**src/rtl/fetch_predictor.sv**
```systemverilog
// IF-stage PC generator with a direct-mapped, flop-based BTB of 2-bit counters; lookup is combinational on pc.
// Stall holds pc; a misprediction raises flush in the same cycle and overrides stall; the BTB updates one edge after resolution.
module fetch_predictor #(
  parameter int          PC_W        = 9,
  parameter int          BTB_ENTRIES = 16,
  parameter int unsigned RESET_PC    = 0,
  parameter int          CNT_W       = 16
) (
  input  logic              clk,
  input  logic              reset,
  input  logic              stall,
  output logic [PC_W-1:0]   pc,
  output logic              pred_taken,
  output logic [PC_W-1:0]   pred_target,
  input  logic              res_valid,
  input  logic [PC_W-1:0]   res_pc,
  input  logic              res_taken,
  input  logic [PC_W-1:0]   res_target,
  input  logic              res_pred_taken,
  input  logic [PC_W-1:0]   res_pred_target,
  output logic              flush,
  output logic [CNT_W-1:0]  mispredict_count
);

  localparam int IDX_W = $clog2(BTB_ENTRIES);
  localparam int TAG_W = PC_W - IDX_W - 2;

  logic [PC_W-1:0]        pc_q, pc_d;
  logic [BTB_ENTRIES-1:0] vld_q, vld_d;
  logic [TAG_W-1:0]       tag_q [BTB_ENTRIES];
  logic [TAG_W-1:0]       tag_d [BTB_ENTRIES];
  logic [PC_W-1:0]        tgt_q [BTB_ENTRIES];
  logic [PC_W-1:0]        tgt_d [BTB_ENTRIES];
  logic [1:0]             cnt_q [BTB_ENTRIES];
  logic [1:0]             cnt_d [BTB_ENTRIES];
  logic [CNT_W-1:0]       mcnt_q, mcnt_d;

  logic [IDX_W-1:0] lk_idx, rs_idx;
  logic [TAG_W-1:0] lk_tag, rs_tag;
  logic             lk_hit, rs_hit;
  logic [PC_W-1:0]  pc_plus4, correct_pc;

  // Lookup always reads the pre-update array, so a same-index update lands next cycle.
  assign lk_idx      = pc_q[IDX_W+1:2];
  assign lk_tag      = pc_q[PC_W-1:IDX_W+2];
  assign pc_plus4    = pc_q + PC_W'(4);
  assign lk_hit      = vld_q[lk_idx] && (tag_q[lk_idx] == lk_tag);
  assign pred_taken  = lk_hit && cnt_q[lk_idx][1];
  assign pred_target = lk_hit ? tgt_q[lk_idx] : pc_plus4;

  assign rs_idx = res_pc[IDX_W+1:2];
  assign rs_tag = res_pc[PC_W-1:IDX_W+2];
  assign rs_hit = vld_q[rs_idx] && (tag_q[rs_idx] == rs_tag);

  assign flush = res_valid &&
                 ((res_taken != res_pred_taken) ||
                  (res_taken && (res_target != res_pred_target)));
  assign correct_pc = res_taken ? res_target : (res_pc + PC_W'(4));

  assign pc               = pc_q;
  assign mispredict_count = mcnt_q;

  always_comb begin
    pc_d = pc_plus4;
    if (flush) begin
      pc_d = correct_pc;
    end else if (stall) begin
      pc_d = pc_q;
    end else if (pred_taken) begin
      pc_d = pred_target;
    end
  end

  always_comb begin
    vld_d = vld_q;
    tag_d = tag_q;
    tgt_d = tgt_q;
    cnt_d = cnt_q;
    if (res_valid) begin
      if (rs_hit) begin
        if (res_taken) begin
          tgt_d[rs_idx] = res_target;
          if (cnt_q[rs_idx] != 2'd3) begin
            cnt_d[rs_idx] = cnt_q[rs_idx] + 2'd1;
          end
        end else if (cnt_q[rs_idx] != 2'd0) begin
          cnt_d[rs_idx] = cnt_q[rs_idx] - 2'd1;
        end
      end else if (res_taken) begin
        // Allocation or replacement of an aliasing entry starts weakly taken.
        vld_d[rs_idx] = 1'b1;
        tag_d[rs_idx] = rs_tag;
        tgt_d[rs_idx] = res_target;
        cnt_d[rs_idx] = 2'd2;
      end
    end
  end

  always_comb begin
    mcnt_d = mcnt_q;
    if (flush && !(&mcnt_q)) begin
      mcnt_d = mcnt_q + CNT_W'(1);
    end
  end

  always_ff @(posedge clk or negedge reset) begin
    if (!reset) begin
      pc_q   <= PC_W'(RESET_PC);
      vld_q  <= '0;
      mcnt_q <= '0;
      for (int i = 0; i < BTB_ENTRIES; i++) begin
        tag_q[i] <= '0;
        tgt_q[i] <= '0;
        cnt_q[i] <= 2'd1;
      end
    end else begin
      pc_q   <= pc_d;
      vld_q  <= vld_d;
      mcnt_q <= mcnt_d;
      tag_q  <= tag_d;
      tgt_q  <= tgt_d;
      cnt_q  <= cnt_d;
    end
  end

endmodule

```
**config.mk**
```make
export PLATFORM = sky130hd
export DESIGN_NAME = fetch_predictor
export DESIGN_NICKNAME = d
export VERILOG_FILES = /design/src/rtl/fetch_predictor.sv
export SDC_FILE = /design/constraint.sdc
export NUM_CORES = 1
export LEC_CHECK = 0
export BUFFER_PORTS_ARGS = -buffer_cell sky130_fd_sc_hd__buf_2
export CAP_MARGIN = 25
export CELL_PAD_IN_SITES_DETAIL_PLACEMENT = 1
export CELL_PAD_IN_SITES_GLOBAL_PLACEMENT = 2
export CORE_ASPECT_RATIO = 1.1
export CORE_MARGIN = 2
export CORE_UTILIZATION = 40
export DETAILED_ROUTE_END_ITERATION = 10
export GPL_TIMING_DRIVEN = 0
export PLACE_DENSITY = 0.7
export SLEW_MARGIN = 30
export SYNTH_ARGS = -nofsm -noshare
export SYNTH_HDL_FRONTEND = slang
export SYNTH_SLANG_ARGS = --single-unit
```
**constraint.sdc**
```tcl
create_clock -name clk -period 8.3 [get_ports clk]
set_clock_uncertainty 0.1 [all_clocks]
set_input_delay 2.075 -clock clk [delete_from_list [all_inputs] [get_ports clk]]
set_output_delay 2.075 -clock clk [all_outputs]
set_load 0.01 [all_outputs]
```
After elaboration in Yosys (flattened, before gate mapping)
Cells that the tools add are included.
{"block": "totals", "regBits": 265}
{"block": "op_classes", "add_sub_neg": 5, "order_cmp": 6, "n_eq_ne": 7, "mux": 41, "bitwise": 7, "n_reduce_logical": 17}
{"op": "$mux 32", "count": 5}
{"op": "$bwmux 144", "count": 1}
{"op": "$mux 9", "count": 8}
{"op": "$bwmux 32", "count": 2}
{"op": "$bwmux 48", "count": 1}
{"op": "$bmux 9 s4", "count": 1}
{"op": "$demux 9 s4", "count": 1}
{"op": "$or 16x16->16", "count": 2}
{"op": "$bmux 3 s4", "count": 2}
{"op": "$add 9x3->9 const B", "count": 2}
{"op": "$add 16x1->16 const B", "count": 1}
{"op": "$and 16x16->16", "count": 1}
{"op": "$bmux 2 s4", "count": 2}
{"op": "$not 16->16", "count": 1}
{"op": "$reduce_and 16->1", "count": 1}
{"op": "$mux 3", "count": 5}
{"op": "$demux 3 s4", "count": 1}
{"op": "$ge 5x5->1 const B", "count": 2}
{"op": "$lt 4x5->1 const B", "count": 2}
{"op": "$mux 2", "count": 5}
{"op": "$not 4->5", "count": 2}
{"op": "$ne 9x9->1", "count": 1}
{"op": "$bmux 1 s4", "count": 2}
{"op": "$demux 2 s4", "count": 1}
{"op": "other kinds (19)", "count": 31}

Logic depth before layout (Yosys ltp)
{"block": "depth", "word_depth": 10, "mapped_depth": 12, "mapped_depth_nobuf": 9}

Least setup slack after synthesis
Ideal clock, no wire load.
{"block": "synth_path", "path_type": "in2out", "from": "input res_target[0]", "to": "output flush", "arrival_ns": 3.288, "setup_slack_ns": 2.837, "stages": 5, "n_path_buf": 2, "cell_sequence": "clkbuf_1 > xnor2_1 > and3_1 > a31oi_1 > clkbuf_1"}
{"block": "synth_via", "elab_chain_cells": 4}
{"item": "start, declared", "line": "18", "text": "input logic [PC_W-1:0] res_target,"}
{"item": "$ne 9x9->1", "line": "57", "text": "(res_taken && (res_target != res_pred_target)));"}
{"item": "$logic_and 1x1->1", "line": "57"}
{"item": "$logic_or 1x1->1", "line": "56", "text": "((res_taken != res_pred_taken) ||"}
{"item": "$logic_and 1x1->1", "line": "55", "text": "assign flush = res_valid &&"}
{"item": "end, declared", "line": "21", "text": "output logic flush,"}
No other way between the ends.

Final worst setup path
{"block": "layout_path", "from": "register pc_q[3], in the netlist pc[3]", "to": "output pred_target[3]"}
{"block": "layout_via", "elab_chain_cells": 7}
{"item": "start, declared", "line": "28", "text": "logic [PC_W-1:0] pc_q, pc_d;"}
{"item": "start signal, assigned", "line": "108", "text": "pc_q <= PC_W'(RESET_PC);"}
{"item": "start signal, assigned", "line": "117", "text": "pc_q <= pc_d;"}
{"item": "$not 4->5 (not written as such)", "line": "47, 49"}
{"item": "$bmux 3 s4", "line": "47", "text": "assign lk_hit = vld_q[lk_idx] && (tag_q[lk_idx] == lk_tag);"}
{"item": "$mux 3 (not written as such) (2 in a row)", "line": "47"}
{"item": "$eq 3x3->1", "line": "47"}
{"item": "$logic_and 1x1->1", "line": "47"}
{"item": "$mux 9 (*)", "line": "49", "text": "assign pred_target = lk_hit ? tgt_q[lk_idx] : pc_plus4;"}
{"item": "end, declared", "line": "14", "text": "output logic [PC_W-1:0] pred_target,"}
Every way passes the cells marked *; elsewhere a longest branch is shown, timed or not. The select of a mux whose other input is x is not followed.

==> flow_summary.ini <==
[status]
status = finished clean

[yosys]
yosys_most_used_dff = dfrtp_1
synth_edf_count = 0
ys_warn_count = 0
avgSynthCellArea_um2 = 14.0
synth_top_area_share_pct = 45.7
synthMostInstantiatedCell = dfrtp_1
synthCells = 971
netlist_area_um2 = 13600
synth_commonest_cells = dfrtp_1 (249), mux2_2 (232), mux4_2 (92)
ys_seq_area_share_pct = 48.8
synth_area_leader_cell = dfrtp_1
synth_cell_types = 51
synth_nets = 1012
async_flop_share_pct = 100
synth_area_leaders = dfrtp_1 (46%), mux2_2 (19%), mux4_2 (15%)
synth-seq-cells = 265

[flow_run]
maxCapViolCount = 0

[grt]
first_global_vias = 9358
grt_first_pass_wirelength_mm = 61.8
grtUsageTotal_pct = 23.3
antenna_found_initial = 0
grt_max_degree = 86
overflow = 0

[route]
viasPerCell = 5.78
drc = 0
dr_wl_met2_mm = 20.0
drt_iter0_drc = 493
routedWlPerCell_um = 26.8
ant_nets = 0
vias = 8781
top_layer = met4
drt_wl_total_mm = 40.8
met3_length_mm = 1.64
met1_length_mm = 18.4
dr.pass1.iters = 5

[power]
leakagePower_nw = 6.71
power_w = 0.00412
ir_worst_vdd_mv = 0.156
power_per_cell_area_nw_per_um2 = 264

[finish]
nNetsFinal = 1105
multi_input_area_um2 = 6580
layout-drive-gt1-share_pct = 45.9
syn2layout_area_growth_pct = 14.2
regArea_um2 = 6650
nFillCells = 3407
design_area_um2 = 15600
n_antenna_cell = 0

[cts]
cts.path.max_buffers = 3
cts_buffers = 31
post_cts_resized = 0
cts_setup_buffers = 0
tritoncts = built
insertion_delay_ns = 0.58
cts_sinks = 265
h-tree-depth = 1
clk_pin_slew_ns = 0.06
postCtsHoldBufs = 0
cts_root_buffer = clkbuf_16

[placement]
dpl_cell_area_um2 = 14600
gp_congestion = 0.789
port_buffers = 54
dp_hpwl_mm = 28.4

[sta]
rsz0062_at_grt = no
fmaxAchievable_mhz = 143
holdWs_ns = 0.383
fin_setup_tns_ns = 0
worst_pin_slew_ns = 1.02
setup_violations = 0
finalCriticalPeriod_ns = 6.98
fin_crit_sh_pct = 84.1
relSlewSlack_pct = 31.7
slew_violations = 0
finalHoldViolCount = 0

[floorplan]
die_area_um2 = 35600
fp.dieW_um = 180
core_area_um2 = 33500
rows = 70
die_y_um = 198
io_pins = 69
initial_core_util_pct = 40.8

[worst_setup_path]
startpoint_type = flip-flop
max_stage_delay_ns = 0.69
path_common_cell = clkbuf_1
crit_cells = 8
worstSetupEndpointType = output pin
path_class = reg2out
crit_buf_inv = 5
crit_slowest_cell = clkbuf_1
critPathMaxFanout = 10
crit_family = buffers and inverters
reg2reg_depth = 8
crit_path_cell_trace = clkbuf_1 -> buf_1 -> clkbuf_1 -> clkbuf_1 -> mux4_2 -> mux4_2 -> mux2_2 -> buf_2
cp.arrival_ns = 4.80
required_ns = 6.12

[min_path]
hold_path.class = reg2reg
holdPathStages = 1
through the flow:
step / cells / setup slack, ns / utilization [%]
6_report: 1519 / 1.32 / 46.6
2_1_floorplan: 971 / 2.84 / -
3_5_place_dp: 1463 / 1.44 / 43.6
5_1_grt: 1519 / 1.09 / 46.6
3_3_place_gp: 1457 / -0.0468 / 43.2
4_1_cts: 1519 / 1.23 / 46.6
layout make-up:
class	count	area share [%]
Inverter	9	0.217
Buffer	88	2.53
Timing Repair Buffer	60	2.52
Clock buffer	44	5.55
Tap cell	432	3.47
Sequential cell	265	42.7
Clock inverter	12	0.803
Multi-Input combinational cell	609	42.2
worst paths after layout:
kind | start | end | slack (ns)
max | pc[3] | pred_target[3] | 1.32
min | cnt_q[16] | cnt_q[16] | 0.38
max reg2reg | pc[3] | pc[5] | 3.87
min reg2reg | cnt_q[16] | cnt_q[16] | 0.38
max in group asynchronous | reset | tgt_q[88] | 5.62
min in group asynchronous | reset | cnt_q[27] | 1.34
placed cells by master, fill, tap and decap left out, drive strengths merged, types with 6 or more instances in the layout:
| cell type | synthesis | final |
|---|---|---|
| nand3 | 36 | 36 |
| dfrtp | 249 | 249 |
| or2 | 17 | 17 |
| a22oi | 6 | 6 |
| clkbuf | 60 | 105 |
| o21ai | 7 | 7 |
| nand4 | 7 | 7 |
| ha | 8 | 8 |
| nor2b | 8 | 8 |
| mux4 | 92 | 92 |
| a21oi | 6 | 6 |
| mux2i | 20 | 20 |
| dfstp | 16 | 16 |
| xor2 | 24 | 24 |
| mux2 | 232 | 232 |
| buf | 28 | 87 |
| inv | 9 | 11 |
| nor2 | 26 | 26 |
| xnor2 | 17 | 17 |
| nand2 | 38 | 38 |
| o22ai | 13 | 13 |
| and3 | 9 | 9 |
flip-flops by register name, summed over array words and instances, names as in the netlist:
register,count
tgt_q,144
tag_q,48
cnt_q,32
mispredict_count,16
vld_q,16
pc,9
cell families (layout without fill, tap and decap cells):
kind of cell               Yosys count  count (layout)  synth area share, %
muxes                              344             344                 35.8
AOI/OAI and AO/OA                   50              50                 2.71
buffers and inverters               97             213                 3.04
adders and majority gates            8               8                0.734
and+or+nand+nor                    166             166                 6.33
xor gates and xnor gates            41              41                 2.63
DFF                                265             265                 48.8
where the power goes:
group          switching [W]  leakage (nW)  total [W]  internal, W
registers           0.000168          3.30    0.00171      0.00154
logic               0.000501          2.93    0.00107     0.000568
clock network       0.000556         0.479    0.00134     0.000784
layer usage:
metal  vias to the layer above  global-route usage (%)
met1                      4730                    32.5
met2                       178                    39.4
li1                       3814                       -
met3                        59                    2.96
met4                         0                    4.99
met5                         -                       0
worst reg2reg max path, cell delays in order, from the launching register on:
cell	delay, ns
dfrtp_1	0.45
clkbuf_1	0.51
buf_1	0.61
clkbuf_1	0.57
clkbuf_1	0.69
mux4_2	0.40
mux4_2	0.50
mux2i_1	0.27
o221ai_1	0.18
No activity file was read; power rests on OpenSTA's default activity.
